### src/rtl/timing_decode.sv
// timing_decode: 3-bit T-state sequencer with IR/Z registers, opcode decode and sticky timeout.
module timing_decode (
  input  logic       CLK,
  input  logic       RESET_N,
  input  logic       CLEAR,
  input  logic       SOFT_RESET,
  input  logic       IR_LOAD,
  input  logic [7:0] BUS_IN,
  input  logic       Z_LOAD,
  input  logic       Z_IN,
  output logic       T0,
  output logic       T1,
  output logic       T2,
  output logic       T3,
  output logic       T4,
  output logic       T5,
  output logic       T6,
  output logic       T7,
  output logic       INOP,
  output logic       ILDAC,
  output logic       ISTAC,
  output logic       IMVAC,
  output logic       IMOVR,
  output logic       IJUMP,
  output logic       IJMPZ,
  output logic       IJPNZ,
  output logic       IADD,
  output logic       ISUB,
  output logic       IINAC,
  output logic       ICLAC,
  output logic       IAND,
  output logic       IOR,
  output logic       IXOR,
  output logic       INOT,
  output logic       Z,
  output logic [7:0] IR,
  output logic       ILLEGAL,
  output logic       TIMEOUT
);
  logic [2:0] state, state_nxt;
  logic       to_set;
  always_comb begin
    state_nxt = (CLEAR || SOFT_RESET || (state == 3'd3 && ILLEGAL)) ? 3'd0 : state + 3'd1;
    to_set    = !CLEAR && !SOFT_RESET && state == 3'd7;
  end
  always_ff @(posedge CLK or negedge RESET_N) begin
    if (!RESET_N) begin
      state   <= 3'd0;
      IR      <= 8'h00;
      Z       <= 1'b1;
      TIMEOUT <= 1'b0;
    end else begin
      state   <= state_nxt;
      IR      <= CLEAR ? 8'h00 : IR_LOAD ? BUS_IN : IR;
      Z       <= CLEAR ? 1'b1 : Z_LOAD ? Z_IN : Z;
      TIMEOUT <= CLEAR ? 1'b0 : TIMEOUT | to_set;
    end
  end
  assign {T7, T6, T5, T4, T3, T2, T1, T0} = 8'd1 << state;
  assign ILLEGAL = |IR[7:4];
  assign {INOT, IXOR, IOR, IAND, ICLAC, IINAC, ISUB, IADD,
          IJPNZ, IJMPZ, IJUMP, IMOVR, IMVAC, ISTAC, ILDAC, INOP} = ILLEGAL ? 16'd0 : 16'd1 << IR[3:0];
endmodule

### config.mk
export PLATFORM = sky130hd
export DESIGN_NAME = timing_decode
export DESIGN_NICKNAME = d
export VERILOG_FILES = /design/src/rtl/timing_decode.sv
export SDC_FILE = /design/constraint.sdc
export NUM_CORES = 1
export LEC_CHECK = 0
export ABC_AREA = 0
export CAP_MARGIN = 20
export CORE_ASPECT_RATIO = 0.9
export CORE_MARGIN = 2
export CORE_UTILIZATION = 36
export DETAILED_ROUTE_END_ITERATION = 12
export GPL_TIMING_DRIVEN = 0
export HOLD_SLACK_MARGIN = 0.1
export PLACE_DENSITY = 0.78
export SLEW_MARGIN = 20
export SYNTH_ARGS = -nofsm -noshare
export SYNTH_HDL_FRONTEND = slang
export SYNTH_SLANG_ARGS = --single-unit
### constraint.sdc
create_clock -name CLK -period 1.94 [get_ports CLK]
set_input_delay 0.291 -clock CLK [delete_from_list [all_inputs] [get_ports CLK]]
set_output_delay 0.291 -clock CLK [all_outputs]
set_load 0.02 [all_outputs]
==> metrics, run 1 <==
FF-to-FF End=state[2]$_DFF_PN0_; Vias/cell=5.20; Skew-Pair Late Insertion Delay=~270 ps; final critical-path required period=2080 ps; diodes inserted=0; Final Hold Vio Count=0; number of buffers created by CTS=3; Clock transition at path regs=roughly 80 ps; FFs w/ async S/R, synth=100%; CTS tree=built; grt ovf=0; via count=858; outcome=finished, violations left; Placer Congestion=roughly 0.74; initial antenna violation count=0; DRT Pass-1 Iters=4; static leakage=around 0.73 nW; core outline area=between 2000 and 2500 sq um; Area contributors post-synth=dfrtp_1, mux2i_1, ha_1, a2111oi_4, nor3_1; Final Setup Violations=14; Max Cap Violations=0; Final WS setup=-145 ps; Worst Tran Pin Value=around 590 ps; root buf cell=clkbuf_4; Filler Cell Count=160; Yosys top cell area share=between 30% and 40%; clock tree buffer depth=2; DRT antenna net count=0; Hold Path Class=input port to asynchronous set/reset pin; mapped cell area=between 800 and 900 sq um; io pins=50; max_slew headroom=between 60% and 70%; RR Startpoint=IR[4]$_DFFE_PN0P_; unrepaired setup endpoints after global routing=true; worst setup path class=register to primary output; crit-path max FO=6; DP HPWL=about 1800 um; CP Data Required Time=roughly 1700 ps; average wire per standard cell=roughly 15 um; sequential share of the synthesized area=roughly two fifths; total negative slack=-1430 ps; Post-Layout Cell Count=approximately 170; Cell Chain, Critical Path=or4_4, clkbuf_16, nor3_2, buf_4; syn_nets=roughly 100; dpl cells=156; Largest delay share family, worst path=simple AND/OR/NAND/NOR gates; H-tree depth=1; failing checks=setup timing; CP max stage delay=approximately 630 ps; die footprint=approximately 2700 sq um; mean post-synth cell area=just over 10 sq um; Initial Util=between 30% and 40%; Synth Warn #=0; vias in the first global route=762; Top FF cell, synth=dfrtp_1; Hold WS=a little under 400 ps; fin crit share=107%; critical path arrival=1790 ps; Yosys top cell by area=dfrtp_1; Die Span Y=about 49 um; top-count cell post-synth=dfrtp_1; FF-to-FF setup slack=~150 ps; CP max-delay cell=or4_4; Syn-to-layout area delta=87.0%; Max Fclk=480 MHz; share of cells above drive strength 1=a little over a third; Post-Syn Instances=81; post-layout net count=160; WL final=2510 um; power per cell area=479 nW/um^2; first-pass GRT wire length=between 3000 and 4000 um; post-synth cell types=20; Worst VDD drop=around 0.39 mV; final instance area=roughly 1500 sq um; Worst Path Buf+Inv=2; clock skew=roughly 2.3 ps; crit path capture type=primary output; R2R depth=4; Synth Register Bits=13; startpoint types=register; Post-synth EDFFs=0; Post-route DRC=0; die width=54.5 um; max-slew violation count=0; Iter 0 DRT Violations=4; Std-Cell Rows=16; GRT Total Usage=18.3%; number of port buffers=between 40 and 50; largest net degree at the start of global routing=14; dpl cell area=about 1400 sq um; top cells by count, synth=dfrtp_1, nor2_1, nor3_1, mux2i_1; TritonCTS Sinks=13
final cells by class:
type | instances | area [sq um] | area share (%)
Tap cell | 27 | 33.8 | 2.18
Timing Repair Buffer | 53 | 513 | 33.2
Buffer | 3 | 27.5 | 1.78
Clock buffer | 4 | 26.3 | 1.70
Sequential cell | 13 | 328 | 21.2
Multi-Input combinational cell | 60 | 599 | 38.8
Inverter | 5 | 18.8 | 1.21
metrics by stage:
stage | utilization, % | setup slack [ps] | total power, mW
2_1_floorplan | - | -204 | 0.432
3_3_place_gp | 65.0 | -425 | 0.531
3_5_place_dp | 65.0 | -449 | 0.536
4_1_cts | 64.3 | -169 | 0.696
5_1_grt | 70.9 | -176 | 0.770
6_report | 70.9 | -145 | 0.741
kinds of logic after synthesis:
kind of cell               count (synthesis)  share of synthesized area [%]
and+or+nand+nor                           40                           26.3
DFF                                       13                           39.5
buffers and inverters                      9                           5.90
muxes                                      8                           9.68
adders and majority gates                  6                           9.08
AOI/OAI and AO/OA                          5                           9.53
metal layers:
metal	vias up	track usage, %	part of all wire [%]
met5	-	0	0
met4	0	8.75	0.68
met3	2	2.73	4.4
met2	24	27.3	52
met1	432	25.7	43
li1	400	-	-
cells in the final DEF, fill, tap and decap left out, drive strengths merged:
cell and n:
clkdlybuf4s50 23, buf 22, dfrtp 12, nor2 9, nor3 9, mux2i 8, dlygate4sd2 7, clkbuf 7
nor4 6, ha 6, inv 5, nand2b 5, nor2b 4, and2 3, or4 3, a2111oi 3
nand2 2, dfstp 1, a21oi 1, a211o 1, dlymetal6s2s 1
worst register-to-register path, cell delays in order, from the launching register on:
cell and delay [ps]:
dfrtp_1 410, or4_4 590, buf_4 160, buf_4 150, a2111oi_2 370
how the worst max path moves through the flow:
stage / depth (start not counted) / slack, ps / endpoint / start
2_1_floorplan: 3 / -200 / IADD / IR[5]$_DFFE_PN0P_
3_3_place_gp: 5 / -430 / IJPNZ / IR[5]$_DFFE_PN0P_
3_5_place_dp: 5 / -450 / IXOR / IR[5]$_DFFE_PN0P_
4_1_cts: 4 / -170 / IOR / IR[4]$_DFFE_PN0P_
5_1_grt: 3 / -180 / IJUMP / IR[5]$_DFFE_PN0P_
6_report: 4 / -140 / ISUB / IR[5]$_DFFE_PN0P_
sequential cells by signal, summed over array words and instances, names as in the netlist:
signal	count
IR	8
state	3
TIMEOUT	1
Z	1
power breakdown:
| group | switching, mW | leakage, nW | total (mW) | internal [mW] |
|---|---|---|---|---|
| registers | 0.0239 | 0.170 | 0.309 | 0.285 |
| clock network | 0.0866 | 0.0150 | 0.166 | 0.0796 |
| logic | 0.138 | 0.543 | 0.267 | 0.128 |
| total | 0.249 | 0.728 | 0.741 | 0.492 |
timing repair:
action,4_1_cts,5_1_grt
hold buffers,0,0
setup buffers,3,1
pin swaps,1,14
endpoints found under the setup margin,25,18
cloned,0,2
resized for setup,92,29
(Power assumes the default switching activity.)
==> inputs of run 2 (changes only) <==
--- a/config.mk
+++ b/config.mk
@@ -8,12 +8,13 @@
 export ABC_AREA = 0
 export CAP_MARGIN = 20
 export CORE_ASPECT_RATIO = 0.9
-export CORE_MARGIN = 2
-export CORE_UTILIZATION = 36
+export CORE_MARGIN = 5
+export CORE_UTILIZATION = 57
 export DETAILED_ROUTE_END_ITERATION = 12
+export DONT_BUFFER_PORTS = 1
 export GPL_TIMING_DRIVEN = 0
 export HOLD_SLACK_MARGIN = 0.1
-export PLACE_DENSITY = 0.78
+export PLACE_DENSITY = 0.72
 export SLEW_MARGIN = 20
 export SYNTH_ARGS = -nofsm -noshare
 export SYNTH_HDL_FRONTEND = slang
==> run 2 against run 1 <==
Compared with the run above:
- the run still ends with setup timing left
- die area shrank 14%
- combinational power shrank 30%
- design area shrank 26%
- sequential cell count is the same
- register-to-register slack is essentially flat
- critical path depth is the same
- global-route usage grew 1.6 points
- count of clock-buffer cells in the layout is the same
- non-clock buffer count shrank 47
- maximum frequency shrank 4.4%
- clock skew shrank 0.81 ps
- critical path type unchanged
- critical endpoint is now IAND
- highest routed layer unchanged
==> metrics, run 2 (synthesized netlist as in run 1, its figures left out) <==
H-tree depth=1 (unchanged); wl on met1=723 um (was 1080 um); startpoint types=register (unchanged); Clock transition at path regs=70 ps (was 80 ps); CP Depth=4 (unchanged); average wire per standard cell=18.6 um (was 15.2 um); Worst VDD drop=0.538 mV (was 0.393 mV); FF-to-FF setup slack=140 ps (was 150 ps); DRT antenna net count=0 (unchanged); number of port buffers=0 (was 48); fin crit share=112% (was 107%); largest net degree at the start of global routing=14 (unchanged); Std-Cell Rows=13 (was 16); Hold EP=Z$_DFFE_PN1P_; Die Span Y=46.1 um (was 49.5 um); DRT Pass-1 Iters=2 (was 4); max reg flops=8 (unchanged); Max Cap Violations=0 (unchanged); most flop-heavy register=IR (unchanged); Gate power share=27.7% (was 36.0%); share of cells above drive strength 1=36.7% (was 36.2%); die width=50.2 um (was 54.5 um); crit path capture type=primary output (unchanged); Setup WS pre-CTS=-341 ps (was -449 ps); Final Hold Vio Count=0 (unchanged); first-pass GRT wire length=3370 um (was 3590 um); commonest non-fill, non-tap cell in the layout=nor3_4 (was clkdlybuf4s50_1); Max Fclk=459 MHz (was 480 MHz); Sw Share=35.4% (was 33.6%); Skew-Pair Late Insertion Delay=270 ps (about the same); via count=648 (was 858); CP Data Required Time=1650 ps (about the same); die footprint=2310 sq um (was 2700 sq um); clock skew=1.45 ps (was 2.26 ps); CP max-delay cell=or4_4 (unchanged); post-layout net count=112 (was 160); Worst Path Buf+Inv=2 (unchanged); FF-to-FF End=state[0]$_DFF_PN0_ (was state[2]$_DFF_PN0_); R2R depth=4 (unchanged); Final Setup Violations=16 (was 14); worst setup path class=register to primary output (unchanged); Hold Path Class=input port to register (was input port to asynchronous set/reset pin); max-slew violation count=0 (unchanged); Largest delay share family, worst path=simple AND/OR/NAND/NOR gates (unchanged); WL final=1950 um (was 2510 um); Regs by FF count=IR: 8 flops, state: 3 flops (unchanged); sequential share of power=48.4% (was 41.6%); io pins=50 (unchanged); core outline area=1420 sq um (was 2180 sq um); Filler Cell Count=80 (was 160); Hold Crit Start=Z_IN; Placer Congestion=0.774 (was 0.742); Initial Util=58.4% (was 37.9%); root buf cell=clkbuf_4 (unchanged); Vias/cell=6.17 (was 5.20); worst hold stages=1; crit-path max FO=10 (was 6); CTS tree=built (unchanged); Worst Tran Pin Value=560 ps (was 588 ps); power per cell area=591 nW/um^2 (was 479 nW/um^2); vias in the first global route=753 (was 762); initial antenna violation count=0 (unchanged); RR Startpoint=IR[4]$_DFFE_PN0P_ (unchanged); unrepaired setup endpoints after global routing=true (unchanged); Cell Chain, Critical Path=or4_4, buf_12, buf_12, nor3_4 (was or4_4, clkbuf_16, nor3_2, buf_4); TritonCTS Sinks=13 (unchanged); Int Pwr=0.435 mW (was 0.492 mW); Clock Power Share=23.9% (was 22.4%); critical path arrival=1890 ps (was 1790 ps); max_slew headroom=62.5% (was 60.7%); DP HPWL=1380 um (was 1770 um); Syn-to-layout area delta=38.0% (was 87.0%); Worst path most repeated cell=buf_12; Iter 0 DRT Violations=1 (was 4); GRT Total Usage=20.0% (was 18.3%); clock tree buffer depth=2 (unchanged); final critical-path required period=2180 ps (was 2080 ps); total negative slack=-3190 ps (was -1430 ps); diodes inserted=0 (unchanged); failing checks=setup timing (unchanged); CP max stage delay=570 ps (was 630 ps); max layer used=met4 (unchanged); met3 WL=154 um (was 109 um); outcome=finished, violations left (unchanged); Final WS setup=-241 ps (was -145 ps); most frequent cells in the layout=nor3_4, mux2i_1, nor2_1 (was clkdlybuf4s50_1, dfrtp_1, buf_6, buf_4); static leakage=0.477 nW (was 0.728 nW); number of buffers created by CTS=3 (unchanged); grt ovf=0 (unchanged); Post-route DRC=0 (unchanged); net switching power=0.239 mW (was 0.249 mW); DR WL met2=1020 um (was 1300 um)
==> run 2: cell type report <==
cell class / instances / area, sq um / area share [%]
Multi-Input combinational cell: 59 / 651 / 57.0
Sequential cell: 13 / 334 / 29.3
Inverter: 5 / 18.8 / 1.64
Buffer: 4 / 47.5 / 4.17
Clock buffer: 4 / 26.3 / 2.30
Tap cell: 15 / 18.8 / 1.64
Timing Repair Buffer: 5 / 45.0 / 3.95
==> run 2: repair_timing <==
action | 4_1_cts | 5_1_grt
setup endpoints to repair | 17 | 17
hold endpoints to repair | 16 | 0
setup buffers | 2 | 0
hold buffers | 3 | 0
pin swaps | 11 | 3
resized for setup | 27 | 1
==> run 2: power by group through the flow <==
stage | Sequential [mW] | Combinational, mW | Clock [mW]
floorplan | 0.318 | 0.114 | 0
global placement | 0.322 | 0.124 | 0
detailed placement | 0.323 | 0.127 | 0
CTS | 0.326 | 0.186 | 0.166
global route | 0.330 | 0.201 | 0.183
finish | 0.327 | 0.187 | 0.161
==> run 2: worst max path at each step <==
stage	startpoint	end	slack, ps
global route	IR[4]$_DFFE_PN0P_	IAND	-310
global placement	IR[5]$_DFFE_PN0P_	IADD	-310
CTS	IR[4]$_DFFE_PN0P_	IAND	-240
finish	IR[4]$_DFFE_PN0P_	IAND	-240
floorplan	IR[5]$_DFFE_PN0P_	IADD	-200
detailed placement	IR[5]$_DFFE_PN0P_	ISTAC	-340
==> run 2: metrics by stage <==
stage / area, sq um / total power, mW / hold slack (ps) / cells / util [%]
global route: 1140 / 0.714 / 140 / 105 / 80.6
floorplan: 905 / 0.432 / -4.59 / 81 / -
CTS: 1140 / 0.678 / 138 / 105 / 80.5
finish: 1140 / 0.674 / 145 / 105 / 80.6
global placement: 923 / 0.446 / -4.33 / 96 / 65.3
detailed placement: 923 / 0.450 / -4.30 / 96 / 65.3
==> run 2: worst register-to-register path: stages (launching register included) <==
cell and delay (ps):
dfrtp_2 470, or4_4 570, buf_12 170, buf_4 150, a2111oi_4 330
==> run 2: routing by layer <==
layer  up-vias  global-route usage (%)
li1        303                       -
met1       306                    20.3
met2        33                    36.8
met3         6                    5.50
met4         0                    11.5
met5         -                       0
